<file path="config.mk">
export PLATFORM = sky130hd
export DESIGN_NAME = store_buffer
export DESIGN_NICKNAME = d
export VERILOG_FILES = /design/src/rtl/store_buffer_pkg.sv /design/src/rtl/store_fifo.sv /design/src/rtl/store_buffer.sv
export SDC_FILE = /design/constraint.sdc
export NUM_CORES = 1
export LEC_CHECK = 0
export CORE_MARGIN = 8
export CORE_UTILIZATION = 49
export CTS_CLUSTER_DIAMETER = 100
export DETAILED_ROUTE_END_ITERATION = 7
export GPL_TIMING_DRIVEN = 0
export HOLD_SLACK_MARGIN = 0.05
export PLACE_DENSITY = 0.75
export SKIP_LAST_GASP = 1
export SYNTH_ARGS = -nofsm -noshare
export SYNTH_HDL_FRONTEND = slang
export SYNTH_HIERARCHICAL = 1
export SYNTH_SLANG_ARGS = --single-unit
</file>
<file path="constraint.sdc">
create_clock -name clk -period 3.1 [get_ports clk]
set_input_delay 0.31 -clock clk [delete_from_list [all_inputs] [get_ports clk]]
set_output_delay 0.31 -clock clk [all_outputs]
set_load 0.02 [all_outputs]
</file>
<file path="src/rtl/store_buffer_pkg.sv">
// Shared constants and types for the store path. The load path uses the same
// access-size codes and byte-enable width.
package store_buffer_pkg;

    localparam int ADDR_W = 32;
    localparam int DATA_W = 32;
    localparam int BE_W   = 4;

    // Access-size codes carried on st_sel
    typedef enum logic [2:0] {
        ST_SB = 3'b000,
        ST_SH = 3'b001,
        ST_SW = 3'b010
    } st_size_e;

    // One queued store: word address, lane-replicated data, byte enables
    typedef struct packed {
        logic [ADDR_W-3:0] word_addr;
        logic [DATA_W-1:0] wdata;
        logic [BE_W-1:0]   be;
    } sb_entry_t;

    // True when the access is not naturally aligned for its size
    function automatic logic is_misaligned(input logic [2:0] sel, input logic [1:0] lo);
        logic result;
        result = 1'b0;
        case (sel)
            ST_SB:   result = 1'b0;
            ST_SH:   result = lo[0];
            default: result = (lo != 2'b00);
        endcase
        return result;
    endfunction

endpackage

</file>
<file path="src/rtl/store_fifo.sv">
// Circular queue of store entries. Push is ignored while full (even with a
// simultaneous pop), pop is ignored while empty. Entry storage is not reset.
module store_fifo #(
    parameter int WIDTH = 66,
    parameter int DEPTH = 4
) (
    input  logic             clk,
    input  logic             reset_n,
    input  logic             push,
    input  logic [WIDTH-1:0] wr_data,
    input  logic             pop,
    output logic [WIDTH-1:0] rd_data,
    output logic             full,
    output logic             empty
);

    localparam int PTR_W = $clog2(DEPTH);
    localparam int CNT_W = $clog2(DEPTH) + 1;

    logic [WIDTH-1:0] mem_q [DEPTH];
    logic [PTR_W-1:0] wr_ptr_q, wr_ptr_d;
    logic [PTR_W-1:0] rd_ptr_q, rd_ptr_d;
    logic [CNT_W-1:0] count_q, count_d;
    logic             push_ok;
    logic             pop_ok;

    assign full    = (count_q == CNT_W'(DEPTH));
    assign empty   = (count_q == '0);
    assign push_ok = push && !full;
    assign pop_ok  = pop && !empty;
    assign rd_data = mem_q[rd_ptr_q];

    // Next pointers and occupancy; pointers wrap naturally since DEPTH is a power of 2
    always_comb begin
        wr_ptr_d = wr_ptr_q;
        rd_ptr_d = rd_ptr_q;
        count_d  = count_q;
        if (push_ok) begin
            wr_ptr_d = wr_ptr_q + PTR_W'(1);
        end
        if (pop_ok) begin
            rd_ptr_d = rd_ptr_q + PTR_W'(1);
        end
        case ({push_ok, pop_ok})
            2'b10:   count_d = count_q + CNT_W'(1);
            2'b01:   count_d = count_q - CNT_W'(1);
            default: count_d = count_q;
        endcase
    end

    // Control state, cleared immediately by reset
    always_ff @(posedge clk or negedge reset_n) begin
        if (!reset_n) begin
            wr_ptr_q <= '0;
            rd_ptr_q <= '0;
            count_q  <= '0;
        end else begin
            wr_ptr_q <= wr_ptr_d;
            rd_ptr_q <= rd_ptr_d;
            count_q  <= count_d;
        end
    end

    // Entry storage write, no reset needed
    always_ff @(posedge clk) begin
        if (push_ok) begin
            mem_q[wr_ptr_q] <= wr_data;
        end
    end

endmodule

</file>
<file path="src/rtl/store_buffer.sv">
// Store buffer: formats core stores into word-aligned, lane-replicated writes
// with byte enables and queues them in order for memory.
// Optional feature macro: STORE_MISALIGN_TRAP_EN drops misaligned sh/sw stores
// after the handshake and pulses misalign the following cycle. Without it,
// misaligned stores are queued with the low address bits ignored.
module store_buffer
    import store_buffer_pkg::*;
#(
    parameter int DEPTH = 4
) (
    input  logic              clk,
    input  logic              reset_n,
    input  logic              st_valid,
    output logic              st_ready,
    input  logic [2:0]        st_sel,
    input  logic [ADDR_W-1:0] st_addr,
    input  logic [DATA_W-1:0] st_data,
    output logic              mem_valid,
    input  logic              mem_ready,
    output logic [ADDR_W-1:0] mem_addr,
    output logic [DATA_W-1:0] mem_wdata,
    output logic [BE_W-1:0]   mem_be,
    output logic              empty,
    output logic              misalign
);

    localparam int ENTRY_W = $bits(sb_entry_t);

    sb_entry_t         new_entry;
    sb_entry_t         head_entry;
    logic [DATA_W-1:0] fmt_wdata;
    logic [BE_W-1:0]   fmt_be;
    logic              fifo_full;
    logic              fifo_empty;
    logic              push_hs;
    logic              fifo_push;
    logic              fifo_pop;

    assign st_ready  = !fifo_full;
    assign push_hs   = st_valid && st_ready;
    assign mem_valid = !fifo_empty;
    assign empty     = fifo_empty;
    assign fifo_pop  = mem_valid && mem_ready;

    // Size-dependent lane replication and byte-enable generation; unknown codes act as sw
    always_comb begin
        fmt_wdata = st_data;
        fmt_be    = 4'b1111;
        case (st_sel)
            ST_SB: begin
                fmt_wdata = {4{st_data[7:0]}};
                fmt_be    = 4'b0001 << st_addr[1:0];
            end
            ST_SH: begin
                fmt_wdata = {2{st_data[15:0]}};
                fmt_be    = st_addr[1] ? 4'b1100 : 4'b0011;
            end
            default: begin
                fmt_wdata = st_data;
                fmt_be    = 4'b1111;
            end
        endcase
    end

    assign new_entry.word_addr = st_addr[ADDR_W-1:2];
    assign new_entry.wdata     = fmt_wdata;
    assign new_entry.be        = fmt_be;

`ifdef STORE_MISALIGN_TRAP_EN
    logic misalign_q, misalign_d;
    logic st_misaligned;

    assign st_misaligned = is_misaligned(st_sel, st_addr[1:0]);
    assign fifo_push     = push_hs && !st_misaligned;
    assign misalign      = misalign_q;

    // A misaligned store is consumed but not queued; flag it one cycle later
    always_comb begin
        misalign_d = push_hs && st_misaligned;
    end

    // Registered misalign pulse
    always_ff @(posedge clk or negedge reset_n) begin
        if (!reset_n) begin
            misalign_q <= 1'b0;
        end else begin
            misalign_q <= misalign_d;
        end
    end
`else
    assign fifo_push = push_hs;
    assign misalign  = 1'b0;
`endif

    store_fifo #(
        .WIDTH (ENTRY_W),
        .DEPTH (DEPTH)
    ) u_fifo (
        .clk     (clk),
        .reset_n (reset_n),
        .push    (fifo_push),
        .wr_data (new_entry),
        .pop     (fifo_pop),
        .rd_data (head_entry),
        .full    (fifo_full),
        .empty   (fifo_empty)
    );

    assign mem_addr  = {head_entry.word_addr, 2'b00};
    assign mem_wdata = head_entry.wdata;
    assign mem_be    = head_entry.be;

endmodule

</file>
==> results of run 1 <==
-- layout make-up --
type                            instances  area (um2)
Fill cell                            1447        7853
Inverter                                9       33.78
Tap cell                              275       344.1
Sequential cell                       271        8103
Multi-Input combinational cell        144        2141
Clock buffer                           32       694.4
Clock inverter                         16       157.7
Buffer                                 23       201.4
Timing Repair Buffer                  143        1494
-- report_power, final --
part	total, W	internal, W	switching (W)
logic	0.00478	0.00232	0.00246
registers	0.00504	0.00487	0.000176
clock network	0.00310	0.00184	0.00126
total	0.0129	0.00903	0.00390
-- cell usage in the layout, fill, tap and decap left out, drive strengths merged, types with 4 or more instances in the layout --
| cell type | n |
|---|---|
| edfxtp | 264 |
| mux2i | 9 |
| buf | 27 |
| clkinv | 11 |
| inv | 10 |
| dfrtp | 7 |
| o21ai | 20 |
| mux4 | 66 |
| ha | 5 |
| clkbuf | 32 |
| and2 | 4 |
| mux2 | 17 |
| clkdlybuf4s50 | 139 |
| nor2b | 4 |
-- worst max-delay path: cells and delay by family, from the launching register on --
kind	cells	cell delay, ns
buf+inv	3	1.25
flops	1	0.37
mux	1	0.35
-- final timing paths --
path	endpoint	slack [ns]	start
worst min register to register	u_fifo/count_q[2]$_DFFE_PN0P_	0.54	u_fifo/count_q[2]$_DFFE_PN0P_
worst min-delay path	u_fifo/count_q[0]$_DFFE_PN0P_	0.07	reset_n
max in group asynchronous	u_fifo/rd_ptr_q[0]$_DFFE_PN0P_	2.75	reset_n
min in group clk	u_fifo/mem_q[0][38]$_DFFE_PP_	0.41	st_addr[4]
worst max register to register	u_fifo/count_q[2]$_DFFE_PN0P_	0.67	u_fifo/count_q[0]$_DFFE_PN0P_
worst max-delay path	mem_wdata[24]	0.29	u_fifo/rd_ptr_q[1]$_DFFE_PN0P_
-- cell usage after synthesis (all sizes together), types with 4 or more instances --
library cell / n / share of area (%)
and2: 4 / 0.24
o21ai: 20 / 0.96
nor2b: 4 / 0.24
dfrtp: 7 / 1.7
edfxtp: 264 / 76
buf: 23 / 1.9
ha: 5 / 0.60
mux2: 17 / 1.9
inv: 9 / 0.32
mux2i: 9 / 0.86
mux4: 66 / 14
-- through the flow --
stage	cells	setup slack [ns]	setup TNS [ns]
2_1_floorplan	447	0.09610	0
6_report	913	0.2882	0
4_1_cts	913	0.2014	0
5_1_grt	913	0.1603	0
3_5_place_dp	865	0.4770	0
3_3_place_gp	861	-1.381	-359.74
-- cells by family (layout without fill, tap and decap cells) --
kind of cell             Yosys count  in the layout  synth area share [%]
AO/OA/AOI/OAI                     21             21                 1.041
XOR/XNOR                           6              6                0.5024
adder cells (fa/ha/maj)            6              6                0.7894
buffers and inverters             32            223                 2.248
flip-flops                       271            271                 77.45
multiplexers                      92             92                 16.97
other                              1              3               0.03585
AND/OR/NAND/NOR                   16             16                0.9568
-- flip-flops by register name, summed over array words and instances (netlist names) --
register         flops
u_fifo/count_q       3
u_fifo/mem_q       264
u_fifo/rd_ptr_q      2
u_fifo/wr_ptr_q      2
-- metal layers --
| metal | vias to the layer above | global-route usage, % | wire, um |
|---|---|---|---|
| met5 | - | 0 | 8 |
| met4 | 2 | 4.545 | 448 |
| met3 | 32 | 3.290 | 1248 |
| met2 | 156 | 27.67 | 10620 |
| met1 | 2537 | 19.14 | 8119 |
| li1 | 2198 | - | - |
==> out/qor.yml, run 1 <==
initial_core_util_pct: 49.76
critPathMaxFanout: 10
core-area_mm2: 0.02102
path_cells: "buf_2 -> buf_2 -> mux4_2 -> clkdlybuf4s50_1"
cts.reportedPaths.clkPinSlew_ns: 0.06
maxSlewViolCount: 0
seq_area_frac_synth_pct: 77.45
synth-main-ff-cell: "edfxtp_1"
setup_viol: 0
synthArstFlopShare_pct: 2.583
max_cap_violations: 0
rows: 53
hold_buffers: 0
grt_overflow: 0
ys_ff_latch: 271
antenna_found_initial: 1
firstDrtPassIters: 4
period_minus_slack_ns: 2.812
fmaxAchievable_ghz: 0.3557
crit_top_cell: "buf_2"
ir_worst_vdd_mv: 0.5787
synth_edf_count: 264
grt_usage_pct: 15.68
globalplace.congestion: 0.8195
outcome: "finished, final reports clean"
io_pins: 143
post-dp-hpwl_um: 13380
cts_tree: "done"
end_kind: "output pin"
postCtsSetupRepairBufs: 0
cts_buffer_depth: 3
slew_headroom_pct: 48.01
cts.sinks: 271
p_per_area_mw_per_mm2: 982.0
drt-vias-per-instance: 5.394
hp-class: "in -> async"
cpPeakStageDelay_ns: 0.58
die_w_um: 162.1
clockRootBuffer: "clkbuf_16"
place_area_mm2: 0.01232
syn_inst: 445
worst-setup-path-type: "reg -> out"
startpoint_type: "flip-flop"
cts_buffers: 27
synth_area_mm2: 0.01046
tightest_slew_ns: 0.7799
cts.htree.levels: 1
p_leak_nw: 4.331
ant_nets: 0
cp.required_ns: 2.79
whs_ns: 0.07291
fp.dieArea_mm2: 0.02628
fin_area_mm2: 0.01317
ff2ff_path_depth: 10
grt_pass1_wl_um: 31420
cp_data_arrival_time_ns: 2.50
drt_iter0_drc: 289
critPathSlowestCell: "clkdlybuf4s50_1"
vias: 4925
finalCritPeriodShare_pct: 90.70
wl_per_cell_um: 22.40
wirelength_um: 20450
skew_ns: 0.008241
fin_util_pct: 62.65
nets: 696
ys_warn_count: 6
hold_viol_final: 0
cts_resized: 0
drive_above_1_share_pct: 23.35
syn_to_final_growth_pct: 25.88
total_power_w: 0.01293
first_global_vias: 5394
fp.dieH_um: 162.1
io_buffers: 139
synth_cell_type_count: 27
grt_max_degree: 57
antennaDiodeCount: 0
avgSynthCellArea_um2: 23.51
rsz0062_at_grt: "false"
worstSkewPairLatency_ns: 0.53
drc_errors: 0
No activity file was read; power rests on OpenSTA's default activity.
==> inputs of run 2 (changes only) <==
CELL_PAD_IN_SITES_DETAIL_PLACEMENT = 1   (was not set)
CELL_PAD_IN_SITES_GLOBAL_PLACEMENT = 2   (was not set)
CORE_UTILIZATION = 38   (was 49)
PLACE_DENSITY = not set   (was 0.75)
PLACE_DENSITY_LB_ADDON = 0.1   (was not set)
==> out/qor.yml, run 2 (synthesis results as in run 1) <==
skew_ns: 0.01447  # +0.006231 ns
startpoint_type: "flip-flop"
largest_reg_flops: 264  # unchanged
p_per_area_mw_per_mm2: 996.5  # +1.5%
slew_headroom_pct: 41.23  # -6.8 points
final_cell_mix: "edfxtp_1, clkdlybuf4s50_1, mux4_2, clkbuf_16, o21ai_0"
grt_usage_pct: 14.15  # -1.5 points
hold_buffers: 1  # +1
drive_above_1_share_pct: 23.26  # -0.098 points
rows: 60  # +13%
cts_buffer_depth: 3  # unchanged
cts.htree.levels: 1  # unchanged
cts.reportedPaths.clkPinSlew_ns: 0.06  # about the same
cts.sinks: 271  # unchanged
cts_tree: "done"
io_pins: 143  # unchanged
drt-vias-per-instance: 5.138  # -4.8%
io_buffers: 139  # unchanged
globalplace.congestion: 0.6713  # -18%
antenna_found_initial: 1  # unchanged
postCtsSetupRepairBufs: 0  # unchanged
vias: 5066  # +2.9%
clockRootBuffer: "clkbuf_16"
wl_per_cell_um: 23.80  # +6.3%
cp.required_ns: 2.79  # about the same
fp.dieH_um: 181.9  # +12%
total_power_w: 0.01332  # +3.0%
cts_resized: 0  # unchanged
rsz0062_at_grt: "false"
setup_viol: 0  # unchanged
drt_iter0_drc: 289  # unchanged
first_global_vias: 5755  # +6.7%
fillers: 2466  # +70%
antennaDiodeCount: 0  # unchanged
grt_overflow: 0  # unchanged
maxSlewViolCount: 0  # unchanged
core-area_mm2: 0.02703  # +29%
end_kind: "output pin"
post-dp-hpwl_um: 14960  # +12%
fp.dieArea_mm2: 0.03309  # +26%
r2r_start: "u_fifo/count_q[2]$_DFFE_PN0P_"
tightest_slew_ns: 0.8815  # +0.1017 ns
fin_util_pct: 49.45  # -13 points
final_cells: 986  # +8.0%
dp.cells: 931  # +7.6%
regToRegSetupSlack_ns: 0.67  # about the same
cts_buffers: 30  # +11%
ant_nets: 0  # unchanged
grt_max_degree: 42  # -26%
cp-endpoint: "mem_addr[10]"
critPathMaxFanout: 10  # unchanged
ff2ff_path_depth: 5  # -5
reg.largest.list: "u_fifo/mem_q x264, u_fifo/count_q x3"
finalWorstSetupSlack_ns: 0.2064  # -0.08186 ns
period_minus_slack_ns: 2.894  # +0.08186 ns
nets: 700  # +0.57%
syn_to_final_growth_pct: 27.76
drc_errors: 0  # unchanged
p_leak_nw: 4.383  # +1.2%
wirelength_um: 23460  # +15%
fmaxAchievable_ghz: 0.3456  # -2.8%
die_w_um: 181.9  # +12%
timing.rr.end: "u_fifo/mem_q[2][32]$_DFFE_PP_"
cp-startpoint: "u_fifo/rd_ptr_q[1]$_DFFE_PN0P_"
hp-class: "in -> reg"
worstSkewPairLatency_ns: 0.54  # about the same
firstDrtPassIters: 4  # unchanged
ir_worst_vdd_mv: 0.4993  # -14%
pre_cts_ws_ns: 0.4183  # -0.05874 ns
grt_pass1_wl_um: 35450  # +13%
max_cap_violations: 0  # unchanged
outcome: "finished, final reports clean"
final_common_cell: "edfxtp_1"
worst-setup-path-type: "reg -> out"
hold_viol_final: 0  # unchanged
initial_core_util_pct: 38.71  # -11 points
largest-register: "u_fifo/mem_q"
finalCritPeriodShare_pct: 93.34  # +2.6 points
cp_data_arrival_time_ns: 2.58  # +0.08 ns
[run 2: cell types whose count changed in the layout (fill, tap and decap cells not counted), sizes merged]
cell,delta
clkbuf,+4
inv,-1
dlygate4sd3,+1
clkinv,+3
[run 2: power by group]
group,internal (W),switching (W)
combinational,0.00233,0.00256
clock,0.00205,0.00134
sequential,0.00487,0.000174
total,0.00925,0.00407
[run 2: worst min-delay path by stage]
| stage | from | slack [ns] | to | depth (start not counted) |
|---|---|---|---|---|
| floorplan | reset_n | 0.01 | u_fifo/count_q[0]$_DFFE_PN0P_ | 0 |
| global placement | u_fifo/count_q[2]$_DFFE_PN0P_ | 0.50 | u_fifo/count_q[2]$_DFFE_PN0P_ | 1 |
| detailed placement | u_fifo/count_q[2]$_DFFE_PN0P_ | 0.52 | u_fifo/count_q[2]$_DFFE_PN0P_ | 1 |
| CTS | st_addr[11] | 0.38 | u_fifo/mem_q[2][45]$_DFFE_PP_ | 1 |
| global route | st_addr[13] | 0.39 | u_fifo/mem_q[2][47]$_DFFE_PP_ | 1 |
| finish | st_addr[30] | 0.40 | u_fifo/mem_q[0][64]$_DFFE_PP_ | 1 |
[run 2: area by class of cell]
class                   instances  area [um2]  share of cell area, %
plain buffers                  23       201.4                  1.507
clock buffers                  36       794.5                  5.945
clock inverters                18       153.9                  1.151
inverters                       9       33.78                 0.2528
multi-input cells             144        2141                  16.02
flip-flops and latches        271        8103                  60.63
well taps                     341       426.7                  3.192
repair buffers                144        1511                  11.31
[run 2: critical path, stage by stage (launching register included)]
cell and delay, ns:
dfrtp_1 0.37, buf_1 0.68, mux4_2 0.44, clkdlybuf4s50_1 0.56
[run 2: per-layer routing]
layer	part of all wire [%]	global-route usage, %	wire [um]
met1	44	18.66	10230
met2	50	23.78	11690
met3	4.4	2.934	1036
met4	2.1	3.247	490
met5	0.055	0	13
[run 2: per-stage QoR]
step / setup TNS (ns) / area (um2) / hold slack, ns
2_1_floorplan: 0 / 10470 / 0.01441
5_1_grt: 0 / 13370 / 0.3943
3_5_place_dp: 0 / 12410 / 0.5215
3_3_place_gp: -455.27 / 12290 / 0.5027
4_1_cts: 0 / 13370 / 0.3793
6_report: 0 / 13370 / 0.4014
==> inputs of run 3 (changes only) <==
CAP_MARGIN = 20   (was not set)
==> out/qor.yml, run 3 (synthesis results as in run 1) <==
outcome: "finished, final reports clean"
io_buffers: 139  # unchanged
syn_to_final_growth_pct: 27.41
grt_overflow: 0  # unchanged
fmaxAchievable_ghz: 0.3434  # -0.63%
drt_iter0_drc: 297  # +2.8%
power_frac_seq_pct: 38.1  # +0.2 points
post-dp-hpwl_um: 14980  # +0.12%
fp.dieH_um: 181.9  # unchanged
vias: 5008  # -1.1%
r2r_start: "u_fifo/count_q[2]$_DFFE_PN0P_"
whs_ns: 0.4131  # +0.01167 ns
io_pins: 143  # unchanged
grt_max_degree: 42  # unchanged
globalplace.congestion: 0.6713  # unchanged
clockRootBuffer: "clkbuf_16"
cts_resized: 0  # unchanged
p_int_w: 0.009148  # -1.1%
worstSkewPairLatency_ns: 0.53  # about the same
final_common_cell: "edfxtp_1"
ff2ff_path_depth: 5  # unchanged
switching_share_pct: 30.86  # +0.28 points
fin_area_mm2: 0.01333  # -0.27%
fp.dieArea_mm2: 0.03309  # unchanged
place_area_mm2: 0.01241  # unchanged
drive_above_1_share_pct: 23.64  # +0.38 points
largest-register: "u_fifo/mem_q"
grt_usage_pct: 14.18  # +0.032 points
max_cap_violations: 0  # unchanged
cp.required_ns: 2.79  # about the same
cts.sinks: 271  # unchanged
fillers: 2463  # -0.12%
antenna_found_initial: 1  # unchanged
end_kind: "output pin"
p_per_area_mw_per_mm2: 992.6  # -0.39%
grt_pass1_wl_um: 35420  # about the same
pre_cts_ws_ns: 0.4473  # +0.02898 ns
cts.reportedPaths.clkPinSlew_ns: 0.06  # about the same
tightest_slew_ns: 0.9197  # +0.03819 ns
tns_ns: 0  # unchanged
holdPathEnd: "u_fifo/mem_q[2][41]$_DFFE_PP_"
cts_buffer_depth: 3  # unchanged
multi_input_area_mm2: 0.002141  # unchanged
setup_viol: 0  # unchanged
p_comb_share_pct: 36.9  # +0.2 points
finalWorstSetupSlack_ns: 0.1880  # -0.01844 ns
antennaDiodeCount: 0  # unchanged
core-area_mm2: 0.02703  # unchanged
regArea_mm2: 0.008103  # unchanged
worst-setup-path-type: "reg -> out"
hold_viol_final: 0  # unchanged
slew_headroom_pct: 38.69  # -2.5 points
ir_worst_vdd_mv: 0.5589  # +12%
largest_reg_flops: 264  # unchanged
die_w_um: 181.9  # unchanged
first_global_vias: 5798  # +0.75%
fin_util_pct: 49.32  # -0.13 points
wl_per_cell_um: 24.04  # +1.0%
timing.rr.end: "u_fifo/mem_q[0][43]$_DFFE_PP_"
startpoint_type: "flip-flop"
groute.layer.met2.usage_pct: 24.10  # +0.32 points
regToRegSetupSlack_ns: 0.65  # -0.02 ns
maxSlewViolCount: 0  # unchanged
drc_errors: 0  # unchanged
cp_data_arrival_time_ns: 2.60  # +0.02 ns
nets: 698  # -0.29%
hp-class: "in -> reg"
initial_core_util_pct: 38.71  # unchanged
top_usage_layer: "met2"
firstDrtPassIters: 4  # unchanged
skew_ns: 0.006278  # -0.008194 ns
critPathMaxFanout: 10  # unchanged
grt_util_met3_pct: 2.655  # -0.28 points
cts.htree.levels: 1  # unchanged
wirelength_um: 23660  # +0.84%
drt-vias-per-instance: 5.089  # -0.94%
ant_nets: 0  # unchanged
cts_buffers: 28  # -6.7%
min_from: "st_addr[7]"
cts_tree: "done"
p_leak_nw: 4.361  # -0.50%
reg.largest.list: "u_fifo/mem_q x264, u_fifo/count_q x3"
power.share.clock_pct: 24.9  # -0.6 points
period_minus_slack_ns: 2.912  # +0.01844 ns
hold_depth: 1  # unchanged
final_cell_mix: "edfxtp_1, clkdlybuf4s50_1, mux4_2, clkbuf_16, o21ai_0"
finalCritPeriodShare_pct: 93.94  # +0.59 points
met1_usage_pct: 18.52  # -0.14 points
rsz0062_at_grt: "false"
rows: 60  # unchanged
cp-startpoint: "u_fifo/rd_ptr_q[1]$_DFFE_PN0P_"
p_sw_w: 0.004082  # +0.25%
run 3: cell count changes in the layout (fill, tap and decap cells not counted), sizes merged:
| cell | delta |
|---|---|
| clkbuf | -3 |
| clkinv | -2 |
| clkinvlp | +2 |
| inv | +1 |
run 3: power by group through the flow:
stage	sequential (W)	clock (W)	combinational (W)
final	0.00505	0.00330	0.00489
after global routing	0.00511	0.00351	0.00522
after CTS	0.00506	0.00339	0.00505
after detailed placement	0.00513	0	0.00502
after global placement	0.00519	0	0.00486
after floorplan	0.00510	0	0.00285
run 3: what timing repair did:
item,in CTS,in global routing
buffers inserted,0,0
hold endpoints to repair,7,0
hold buffers,1,0
setup endpoints to repair,0,0
run 3: final cells by class:
type	count	area share (%)
plain buffers	23	1.511
clock buffers	33	5.557
clock inverters	19	1.286
inverters	9	0.2535
multi-input cells	144	16.06
flip-flops and latches	271	60.79
well taps	341	3.201
repair buffers	144	11.34
run 3: critical path: stages (launching register included):
cell and delay [ns]:
dfrtp_1 0.37, buf_1 0.70, mux4_2 0.44, clkdlybuf4s50_1 0.56
run 3: how the worst max path moves through the flow:
stage,slack [ns],end
after floorplan,0.1,u_fifo/mem_q[2][0]$_DFFE_PP_
after global placement,-1.74,u_fifo/mem_q[3][36]$_DFFE_PP_
after detailed placement,0.45,u_fifo/mem_q[2][41]$_DFFE_PP_
after CTS,0.15,mem_addr[10]
after global routing,0.08,mem_addr[10]
final,0.19,mem_addr[10]
run 3: routing by layer:
metal | share of wire [%] | vias up
met5 | 0.055 | -
met4 | 1.7 | 2
met3 | 4.8 | 32
met2 | 50 | 126
met1 | 44 | 2634
li1 | - | 2214
run 3: per-stage QoR:
stage               total power [W]  instances
floorplan                  0.007957        447
global placement            0.01004        927
detailed placement          0.01015        931
CTS                         0.01350        984
global route                0.01384        984
finish                      0.01323        984
